`config.mk`:
```
export PLATFORM = sky130hd
export DESIGN_NAME = xor_two_in
export DESIGN_NICKNAME = d
export VERILOG_FILES = /design/src/rtl/xor_two_in.sv
export SDC_FILE = /design/constraint.sdc
export NUM_CORES = 1
export LEC_CHECK = 0
export CAP_MARGIN = 30
export CORE_UTILIZATION = 50
export DETAILED_ROUTE_END_ITERATION = 8
export GPL_TIMING_DRIVEN = 0
export PLACE_DENSITY = 0.87
export REMOVE_ABC_BUFFERS = 1
export SLEW_MARGIN = 10
export SYNTH_ARGS = -nofsm -noshare
export SYNTH_HDL_FRONTEND = slang
export SYNTH_SLANG_ARGS = --single-unit
```
`constraint.sdc`:
```
create_clock -name clk -period 11.35 [get_ports clk]
set_input_delay 1.135 -clock clk [delete_from_list [all_inputs] [get_ports clk]]
set_output_delay 1.135 -clock clk [all_outputs]
set_load 0.005 [all_outputs]
```
`src/rtl/xor_two_in.sv`:
```
// ----------------------------------------------------------------------------
// xor_two_in
//
// Registered bitwise XOR / XNOR unit for the CPU datapath. One clock after a
// valid request it presents the result together with zero, parity and
// ones-count status for the ALU flag logic.
//
// Parameters
//   width     : operand and result width in bits (1 or more)
//
// Ports
//   clk       : input  clock, all state updates on the rising edge
//   rst       : input  synchronous active-high reset (priority over in_valid)
//   in_valid  : input  operands valid, capture this edge
//   invert    : input  0 = XOR, 1 = XNOR
//   input1    : input  [width-1:0] operand A
//   input2    : input  [width-1:0] operand B
//   result    : output [width-1:0] registered (A ^ B) ^ {width{invert}}
//   out_valid : output result and flags were updated on the last edge
//   zero      : output result is all zeros
//   parity    : output XOR-reduction of result
//   ones      : output [$clog2(width+1)-1:0] population count of result
// ----------------------------------------------------------------------------
module xor_two_in #(
  parameter int width = 32
) (
  input  logic                         clk,
  input  logic                         rst,
  input  logic                         in_valid,
  input  logic                         invert,
  input  logic [width-1:0]             input1,
  input  logic [width-1:0]             input2,
  output logic [width-1:0]             result,
  output logic                         out_valid,
  output logic                         zero,
  output logic                         parity,
  output logic [$clog2(width+1)-1:0]   ones
);

  localparam int OW = $clog2(width + 1);

  // Exact population count; the accumulator is wide enough to hold width.
  function automatic logic [OW-1:0] popcount(input logic [width-1:0] v);
    logic [OW-1:0] cnt;
    cnt = {OW{1'b0}};
    for (int i = 0; i < width; i++) begin
      cnt = cnt + OW'(v[i]);
    end
    return cnt;
  endfunction

  // Odd-parity of a result word.
  function automatic logic parity_of(input logic [width-1:0] v);
    return ^v;
  endfunction

  logic [width-1:0] result_q, result_d;
  logic             valid_q,  valid_d;
  logic             zero_q,   zero_d;
  logic             parity_q, parity_d;
  logic [OW-1:0]    ones_q,   ones_d;
  logic [width-1:0] op_result_s;

  // Candidate result for this edge; invert is replicated so XNOR is one XOR.
  always_comb begin
    op_result_s = (input1 ^ input2) ^ {width{invert}};
  end

  // Next-state selection: capture on a request, otherwise hold the result.
  always_comb begin
    result_d = result_q;
    zero_d   = zero_q;
    parity_d = parity_q;
    ones_d   = ones_q;
    valid_d  = 1'b0;
    if (in_valid) begin
      result_d = op_result_s;
      // Flags come from the same next value so they never lag the result.
      zero_d   = (op_result_s == {width{1'b0}});
      parity_d = parity_of(op_result_s);
      ones_d   = popcount(op_result_s);
      valid_d  = 1'b1;
    end else begin
      valid_d  = 1'b0;
    end
  end

  // State registers; reset leaves flags consistent with a zero result.
  always_ff @(posedge clk) begin
    if (rst) begin
      result_q <= {width{1'b0}};
      valid_q  <= 1'b0;
      zero_q   <= 1'b1;
      parity_q <= 1'b0;
      ones_q   <= {OW{1'b0}};
    end else begin
      result_q <= result_d;
      valid_q  <= valid_d;
      zero_q   <= zero_d;
      parity_q <= parity_d;
      ones_q   <= ones_d;
    end
  end

  assign result    = result_q;
  assign out_valid = valid_q;
  assign zero      = zero_q;
  assign parity    = parity_q;
  assign ones      = ones_q;

endmodule

```
==> out/summary.txt, run 1 <==
Status = completed
Die Area = 6660 um2
Total vias in the final route = 2535
Area of the multi-input gates = 2150 um2
DR iter-0 viols = 68
Critical Path RT = 11.58 ns
Remaining Overflow, GRT = 0
Area delta synth->final = 39.7%
Maximum Capacitance Violations = 0
Synth unique cells = 27
DR top layer = met4
Layout cells sized above 1 = 3.19%
Setup TNS = 0 ns
Cells after Synth = 335
Pin count of the biggest net entering global routing = 47
Yosys warnings = 0
Flop pwr share = 11.9%
Final slew viol count = 0
Routed Antenna Nets = 0
Met1 WL = 2860 um
Placed cells = 506
CP peak stage delay = 0.53 ns
Clock latency at the later pin of the worst-skew pair = 0.30 ns
Netlist Area Pre-Place = 3170 um2
CP max FO = 20
Register area share after synthesis = 25.9%
Initial core utilization = 52.6%
Final Hold Fails = 0
Metal2 WL = 3480 um
P_sw = 0.000657 W
Fillers = 438
Htree depth = 2
DRC = 0
RSZ-0062 raised after global routing = false
Crit share post-route = 55.8%
Post-CTS sizing = 0
Initial antenna violation count = 0
Commonest non-fill, non-tap cell in the layout = clkdlybuf4s50_1
Drt first pass iters = 4
Switching part of the total = 44.3%
Routed length per instance = 13.6 um
Clk pin slew, worst setup/hold paths = 0.08 ns
Largest delay share family, worst path = adder cells
Pint = 0.000825 W
I/O Pins = 109
IO buf count = 108
Critical-path cell list = buf_2 -> buf_16 -> xor2_1 -> xnor2_1 -> fa_1 -> fa_1 -> inv_1 -> fa_1 -> inv_1 -> fa_1 -> fa_1 -> fa_1 -> inv_1 -> ha_1 -> inv_1 -> fa_1 -> nor2b_1 -> o21a_1 -> nor3_1 -> nand3b_1 -> a21oi_1
Crit path buffers/inverters = 6
Clock share of power = 7.1%
FF+latch area = 821 um2
Setup Fix Bufs, Post-CTS = 0
Leak = 1.83 nW
Most frequent cells in the layout = 106 x clkdlybuf4s50_1, 58 x xnor2_1, 41 x dfxtp_1
Critical Path AT = 6.57 ns
Std-Cell Rows = 28
Number of vias per cell = 4.93
Combinational Power Share = 81.0%
Clock Skew = 0 ns
Hold slack = 0.476 ns
Vias in the first global route = 2529
Slowest CP cell = fa_1
Worst setup EP type = flip-flop
Global-route wire length before repair = 11200 um
Crit Path Class = input port to flip-flop
Worst slew margin = 48.7%
Worst VDD drop = 0.000410 V
Final HPWL DP = 5570 um
Max Freq = 0.158 GHz
Total Routed Length = 7000 um
Setup violators final = 0
GRT Overall Usage = 22.0%
Tmin final = 6.34 ns
Crit path launch type = input port
Seq cells post-synth = 41
Die Ht = 81.6 um
Clk root buf = clkbuf_8
PwrDens = 335 nW/um2
Syn Area/Cell = 9.45 um2
Final cell count without fillers = 514
CORE AREA = 6030 um2
Cell mode on critical path = fa_1
RD Place Congestion = 0.855
CTS tree = built
Clock Sinks = 41
NumNets Final = 554
Worst hold path class = flip-flop to flip-flop
Max clock buf depth = 2
Antenna Cells = 0
Cts hold-fix bufs = 0
Least-Margin Pin Slew = 0.769 ns
Width of the die = 81.6 um
Met3 routed WL = 529 um
TritonCTS Buffers = 5
-- stage by stage --
step                      utilization [%]  setup slack (ns)  area [um2]  total power, W
after floorplan                         -              5.54        3100         0.00112
after global routing                 73.4              4.73        4420         0.00166
final                                73.4              5.01        4420         0.00148
after global placement               71.0              3.41        4280         0.00134
after detailed placement             71.7              4.69        4320         0.00138
after CTS                            73.4              5.00        4420         0.00150
-- cell families (layout without fill, tap and decap cells) --
kind of cell | Yosys count | in the layout | synth area share, %
muxes | 14 | 14 | 4.42
DFF | 41 | 41 | 25.9
xor gates and xnor gates | 81 | 81 | 22.4
buffers and inverters | 49 | 153 | 6.20
adders and majority gates | 48 | 48 | 24.7
and+or+nand+nor | 70 | 70 | 10.8
AOI/OAI and AO/OA | 32 | 32 | 5.61
-- cells in the mapped netlist --
library cell	count	area, um2
buf_4	2	15.0
clkbuf_1	7	26.3
nand3b_1	1	7.51
fa_1	24	480
ha_1	24	300
o21a_1	1	7.51
nand2b_1	1	6.26
dfxtp_1	41	821
inv_1	34	128
buf_1	1	3.75
a211oi_1	1	7.51
a21oi_1	4	20.0
nor3_1	1	5.00
a21o_1	1	7.51
nor2_1	17	63.8
nand4_1	4	25.0
nand2_1	22	82.6
xor2_1	23	201
or4_1	1	7.51
buf_2	4	20.0
a211oi_2	1	12.5
o211ai_1	1	7.51
mux2i_1	14	140
xnor2_1	58	508
inv_2	1	3.75
o21ai_0	23	115
nor2b_1	23	144
-- power by group through the flow --
stage	clock network, W	registers [W]	logic [W]
2_1_floorplan	0	0.000181	0.000936
3_3_place_gp	0	0.000179	0.00116
3_5_place_dp	0	0.000180	0.00120
4_1_cts	0.000108	0.000177	0.00121
5_1_grt	0.000114	0.000178	0.00137
6_report	0.000105	0.000177	0.00120
-- flip-flops by register name (all words and copies together) (netlist names) --
signal	count
out_valid	1
zero	1
ones	6
parity	1
result	32
-- cell type report --
| type | count | area share, % |
|---|---|---|
| multi-input cells | 245 | 48.6 |
| repair buffers | 110 | 25.5 |
| flip-flops and latches | 41 | 18.6 |
| inverters | 35 | 2.97 |
| clock buffers | 7 | 2.18 |
| well taps | 75 | 2.12 |
| clock inverters | 1 | 0.113 |
-- path summary, 6_finish.rpt --
check                           startpoint  depth (start not counted)  slack [ns]    endpoint
worst max register to register  result[24]                          3       10.55  result[24]
worst min-delay path                  zero                          2        0.48        zero
worst max-delay path                invert                         21        5.01     ones[4]
worst min register to register        zero                          2        0.48        zero
-- metal layers --
metal	GRT usage, %	vias to the layer above
li1	-	1249
met1	25.3	1182
met2	38.9	86
met3	6.44	18
met4	7.54	0
met5	0	-
-- tightest hold or removal path, stage by stage, from the launching register on --
cell     delay [ns]
dfxtp_1        0.33
a21oi_1        0.06
o21ai_0        0.06
Note: power is estimated with default switching activity, not from simulation.
==> run 2: changes to the inputs <==
Settings changed: CORE_UTILIZATION 50 to 42, PLACE_DENSITY 0.87 to 0.78.
Clock period 11.35 ns to 5.66 ns, I/O delays scaled along.
==> run 2 against run 1 <==
  * Flip-flop and latch count stayed put
  * Clock power rose by 88%
  * Combinational power increased by 130%
  * Sequential power grew 100%
  * First-iteration DRC count increased by 32%
  * Count of clock-buffer cells in the layout stayed put
  * Setup slack got worse by 4.9 ns
  * Utilization shrank 8.5 points
  * Clock skew stayed put
  * Critical path type unchanged
  * Largest power group unchanged
==> out/summary.txt, run 2 (same netlist as run 1, synthesis figures left out) <==
Worst hold path class = flip-flop to flip-flop (unchanged)
Clk pin slew, worst setup/hold paths = 0.08 ns (about the same)
Width of the die = 88.8 um (was 81.6 um)
Post-Place Setup Slack = -0.410 ns (was 4.69 ns)
Cts hold-fix bufs = 0 (unchanged)
Crit Path Class = input port to flip-flop (unchanged)
Most frequent cells in the layout = 98 x clkdlybuf4s50_1, 41 x xnor2_1, 41 x dfxtp_1 (was 106 x clkdlybuf4s50_1, 58 x xnor2_1, 41 x dfxtp_1)
Pin count of the biggest net entering global routing = 47 (unchanged)
Initial antenna violation count = 0 (unchanged)
Total Routed Length = 7200 um (was 7000 um)
Remaining Overflow, GRT = 0 (unchanged)
Maximum Capacitance Violations = 0 (unchanged)
DRC = 0 (unchanged)
Setup violators final = 0 (unchanged)
Global-route wire length before repair = 11300 um (was 11200 um)
NumNets Final = 563 (was 554)
I/O Pins = 109 (unchanged)
GRT Overall Usage = 19.0% (was 22.0%)
Post-route core utilization = 64.9% (was 73.4%)
RD Place Congestion = 0.814 (was 0.855)
Routed length per instance = 13.2 um (was 13.6 um)
Worst setup EP type = flip-flop (unchanged)
Max clock buf depth = 2 (unchanged)
PwrDens = 704 nW/um2 (was 335 nW/um2)
Design Area, Final = 4710 um2 (was 4420 um2)
Critical Path RT = 5.88 ns (was 11.58 ns)
Flop-to-flop setup slack = 4.85 ns (was 10.55 ns)
Leak = 2.04 nW (was 1.83 nW)
Clock latency at the later pin of the worst-skew pair = 0.29 ns (was 0.30 ns)
Status = completed (unchanged)
Std-Cell Rows = 31 (was 28)
Setup TNS = 0 ns (unchanged)
CP max FO = 2 (was 20)
Setup ws final = 0.136 ns (was 5.01 ns)
Worst VDD drop = 0.000818 V (was 0.000410 V)
Final slew viol count = 0 (unchanged)
Routed Antenna Nets = 0 (unchanged)
Total vias in the final route = 2547 (was 2535)
Layout cells sized above 1 = 10.7% (was 3.19%)
Number of vias per cell = 4.66 (was 4.93)
CTS tree = built (unchanged)
Area delta synth->final = 48.6% (was 39.7%)
Die Ht = 88.8 um (was 81.6 um)
Worst slew margin = 48.0% (was 48.7%)
TritonCTS Buffers = 5 (unchanged)
Clk root buf = clkbuf_8 (unchanged)
Fillers = 586 (was 438)
Drt first pass iters = 4 (unchanged)
DR iter-0 viols = 90 (was 68)
Max Freq = 0.181 GHz
Clock Skew = 0 ns (unchanged)
Max reg flops = 32 (unchanged)
Critical Path AT = 5.75 ns (was 6.57 ns)
Tmin final = 5.52 ns
Final HPWL DP = 5590 um (was 5570 um)
Least-Margin Pin Slew = 0.781 ns (was 0.769 ns)
Hold slack = 0.477 ns (was 0.476 ns)
Placed inst area = 4340 um2 (was 4320 um2)
Antenna Cells = 0 (unchanged)
Initial core utilization = 43.7% (was 52.6%)
Final Hold Fails = 0 (unchanged)
IO buf count = 108 (unchanged)
Crit path launch type = input port (unchanged)
Die Area = 7890 um2 (was 6660 um2)
RSZ-0062 raised after global routing = true (was false)
CORE AREA = 7250 um2 (was 6030 um2)
Vias in the first global route = 2499 (was 2529)
Commonest non-fill, non-tap cell in the layout = clkdlybuf4s50_1 (unchanged)
Clock Sinks = 41 (unchanged)
Crit share post-route = 97.6%
Htree depth = 2 (unchanged)
[run 2: path summary, 6_finish.rpt]
check | start | endpoint | depth (start not counted)
hold reg to reg | ones[4] | ones[4] | 2
setup / recovery | input2[23] | ones[4] | 20
hold / removal | ones[4] | ones[4] | 2
setup reg to reg | result[17] | result[17] | 3
[run 2: report_power, final]
group          total, W  switching, W  internal [W]
Combinational   0.00276       0.00134       0.00142
Clock          0.000197      0.000101     0.0000969
Sequential     0.000354     0.0000183      0.000335
[run 2: cell type report]
type,count,area [um2],share of cell area [%]
repair buffers,119,1210,25.7
multi-input cells,245,2330,49.6
inverters,35,131,2.79
well taps,99,124,2.63
flip-flops and latches,41,821,17.4
clock buffers,7,86.3,1.83
[run 2: what timing repair did]
item | CTS | global route
setup buffers | 1 | 8
resized for setup | 15 | 23
pin swaps | 2 | 20
endpoints found under the setup margin | 1 | 3
[run 2: metrics by stage]
| step | total power, W | std cells |
|---|---|---|
| final | 0.00331 | 546 |
| after CTS | 0.00306 | 538 |
| after global placement | 0.00269 | 528 |
| after global routing | 0.00368 | 546 |
| after floorplan | 0.00224 | 321 |
| after detailed placement | 0.00281 | 530 |
[run 2: critical path: stages]
cell and delay [ns]:
clkdlybuf4s50_1 0.44, xor2_2 0.20, xnor2_2 0.25, fa_1 0.44, fa_1 0.49, inv_1 0.05, fa_1 0.49, inv_1 0.05
fa_1 0.56, fa_1 0.44, fa_1 0.46, inv_1 0.08, ha_2 0.17, inv_1 0.06, fa_2 0.41, nor2b_1 0.12
o21a_1 0.15, nor3_1 0.05, nand3b_1 0.15, a21oi_1 0.11
[run 2: metal layers]
layer	GRT usage [%]	routed length (um)	part of all wire [%]	vias to the layer above
li1	-	-	-	1259
met1	23.3	3040	42	1194
met2	32.9	3580	50	82
met3	4.85	427	5.9	12
met4	5.43	146	2.0	0
met5	0	0	0	-
==> run 3: changes to the inputs <==
Settings changed: CORE_UTILIZATION 42 to 25, PLACE_DENSITY 0.78 to unset.
==> run 3 against run 2 <==
  * Die area up 66%
  * Sequential power about the same
  * Clock power increased by 56%
  * Register-to-register slack better by 0.05 ns
  * Clock skew is the same
  * Final area rose by 9.0%
  * Largest power group unchanged
==> out/summary.txt, run 3 (same netlist as run 1, synthesis figures left out) <==
Critical Path RT = 5.87 ns (was 5.88 ns)
Worst slew margin = 46.9% (was 48.0%)
Commonest non-fill, non-tap cell in the layout = clkdlybuf4s50_1 (unchanged)
Final HPWL DP = 6250 um (was 5590 um)
Clk root buf = clkbuf_16 (was clkbuf_8)
Combinational Power Share = 80.0% (was 83.4%)
DR iter-0 viols = 81 (was 90)
CP max FO = 3 (was 2)
Tmin final = 5.51 ns (was 5.52 ns)
Width of the die = 115 um (was 88.8 um)
Flop pwr share = 10.7% (about the same)
Crit Reg-Reg Startpoint = result[19] (was result[17])
Clock share of power = 9.3% (was 6.0%)
Number of vias per cell = 4.07 (was 4.66)
GRT Overall Usage = 12.8% (was 19.0%)
NumNets Final = 580 (was 563)
Least-Margin Pin Slew = 0.796 ns (was 0.781 ns)
Area delta synth->final = 62.1% (was 48.6%)
Crit Path Class = input port to flip-flop (unchanged)
Worst Hold Depth = 2 (unchanged)
Power Total = 0.00332 W (was 0.00331 W)
Status = completed (unchanged)
Clock Sinks = 41 (unchanged)
Remaining Overflow, GRT = 0 (unchanged)
Worst VDD drop = 0.000581 V (was 0.000818 V)
Crit share post-route = 97.4% (was 97.6%)
Initial core utilization = 26.0% (was 43.7%)
Std-Cell Rows = 40 (was 31)
Max Freq = 0.181 GHz (about the same)
Cell mode on critical path = fa_1 (unchanged)
Clock Skew = 0 ns (unchanged)
RD Place Congestion = 0.787 (was 0.814)
Worst hold path class = flip-flop to flip-flop (unchanged)
Initial antenna violation count = 0 (unchanged)
Final Hold Fails = 0 (unchanged)
Drt first pass iters = 5 (was 4)
P_sw = 0.00143 W (was 0.00146 W)
CORE AREA = 12200 um2 (was 7250 um2)
Global-route wire length before repair = 12800 um (was 11300 um)
Hold slack = 0.470 ns (was 0.477 ns)
Vias in the first global route = 2610 (was 2499)
Leak = 2.37 nW (was 2.04 nW)
FF-to-FF path depth = 3 (unchanged)
Clock latency at the later pin of the worst-skew pair = 0.28 ns (was 0.29 ns)
Switching part of the total = 43.1% (was 44.1%)
Antenna Cells = 0 (unchanged)
Met1 Usage GRT = 15.9% (was 23.3%)
I/O Pins = 109 (unchanged)
Crit path launch type = input port (unchanged)
Grt met2 use = 21.5% (was 32.9%)
Final slew viol count = 0 (unchanged)
Flop-to-flop setup slack = 4.90 ns (was 4.85 ns)
Maximum Capacitance Violations = 0 (unchanged)
Setup crit start = input2[1] (was input2[23])
GRT Max-Usage Layer = met2 (unchanged)
Hold EP = ones[4] (unchanged)
Die Area = 13100 um2 (was 7890 um2)
Htree depth = 2 (unchanged)
CP peak stage delay = 0.58 ns (was 0.56 ns)
Area of the multi-input gates = 2390 um2 (was 2330 um2)
Setup TNS = 0 ns (unchanged)
DRC = 0 (unchanged)
IO buf count = 108 (unchanged)
Fillers = 1156 (was 586)
Setup violators final = 0 (unchanged)
GRT met3 Usage = 3.02% (was 4.85%)
TritonCTS Buffers = 5 (unchanged)
PwrDens = 647 nW/um2 (was 704 nW/um2)
Slowest CP cell = fa_1 (unchanged)
FF+latch area = 821 um2 (unchanged)
Routed Antenna Nets = 0 (unchanged)
Pint = 0.00189 W (was 0.00185 W)
Critical-path cell list = clkdlybuf4s50_1 -> xnor2_2 -> xnor2_2 -> fa_1 -> inv_1 -> fa_2 -> fa_1 -> fa_1 -> fa_1 -> fa_1 -> inv_1 -> ha_2 -> inv_1 -> fa_2 -> nor2b_1 -> o21a_1 -> nor3_1 -> nand3b_1 -> a21oi_1 (was clkdlybuf4s50_1 -> xor2_2 -> xnor2_2 -> fa_1 -> fa_1 -> inv_1 -> fa_1 -> inv_1 -> fa_1 -> fa_1 -> fa_1 -> inv_1 -> ha_2 -> inv_1 -> fa_2 -> nor2b_1 -> o21a_1 -> nor3_1 -> nand3b_1 -> a21oi_1)
Max reg flops = 32 (unchanged)
Most frequent cells in the layout = 79 x clkdlybuf4s50_1, 41 x dfxtp_1, 37 x xnor2_1 (was 98 x clkdlybuf4s50_1, 41 x xnor2_1, 41 x dfxtp_1)
Worst setup EP type = flip-flop (unchanged)
Clk pin slew, worst setup/hold paths = 0.06 ns (was 0.08 ns)
Routed length per instance = 13.4 um (was 13.2 um)
Max clock buf depth = 2 (unchanged)
Critical Path AT = 5.72 ns (was 5.75 ns)
Pin count of the biggest net entering global routing = 47 (unchanged)
Total vias in the final route = 2575 (was 2547)
R2r endpoint = result[19] (was result[17])
Total Routed Length = 8460 um (was 7200 um)
Die Ht = 115 um (was 88.8 um)
Layout cells sized above 1 = 16.3% (was 10.7%)
Hold Crit Start = ones[4] (unchanged)
CTS tree = built (unchanged)
## run 3: changes by cell type in the layout (fill, tap and decap cells not counted), sizes merged
cell           before  now
dlymetal6s2s        8   27
buf                13   29
clkbuf              7    8
clkinv              0    1
clkdlybuf4s50      98   79
## run 3: layout make-up
cell class	instances	area share [%]
well taps	168	4.10
repair buffers	136	27.7
clock inverters	1	0.0975
flip-flops and latches	41	16.0
clock buffers	7	2.97
inverters	35	2.56
multi-input cells	245	46.6
## run 3: layer usage
layer / vias to the layer above / routed length (um)
li1: 1293 / -
met1: 1197 / 3840
met2: 79 / 4070
met3: 6 / 486
met4: 0 / 64
met5: - / 0
## run 3: what timing repair did
action	4_1_cts	5_1_grt
buffers inserted	3	22
setup endpoints to repair	2	4
gates resized for setup	21	47
cloned	0	1
endpoints found under the hold margin	0	0
hold buffers	0	0
pin swaps	6	42
## run 3: through the flow
step / cells / setup WS, ns / util (%) / cell area (um2)
after CTS: 610 / 0.0188 / 39.1 / 4760
after global placement: 597 / -1.95 / 36.1 / 4390
after detailed placement: 599 / -0.422 / 36.4 / 4430
final: 633 / 0.149 / 42.2 / 5130
after global routing: 633 / -0.0491 / 42.2 / 5130
after floorplan: 321 / 0.415 / - / 3100
## run 3: power by group through the flow
stage | Sequential (W) | Combinational, W | Clock [W]
after floorplan | 0.000362 | 0.00188 | 0
after global placement | 0.000361 | 0.00240 | 0
after detailed placement | 0.000361 | 0.00248 | 0
after CTS | 0.000355 | 0.00253 | 0.000316
after global routing | 0.000360 | 0.00304 | 0.000331
final | 0.000355 | 0.00266 | 0.000308
## run 3: critical path: cells and delay by family
| kind | cells | cell delay, ns |
|---|---|---|
| adder cells (fa/ha/maj) | 8 | 3.45 |
| AND/OR/NAND/NOR | 3 | 0.30 |
| buffers and inverters | 4 | 0.66 |
| AO/OA/AOI/OAI | 2 | 0.28 |
| XOR/XNOR | 2 | 0.45 |
## run 3: how the worst max path moves through the flow
stage,to,depth (start not counted),slack (ns)
floorplan,ones[4],19,0.41
global placement,ones[4],19,-1.95
detailed placement,ones[4],20,-0.42
CTS,ones[4],20,0.02
global route,ones[4],19,-0.05
finish,ones[4],19,0.15
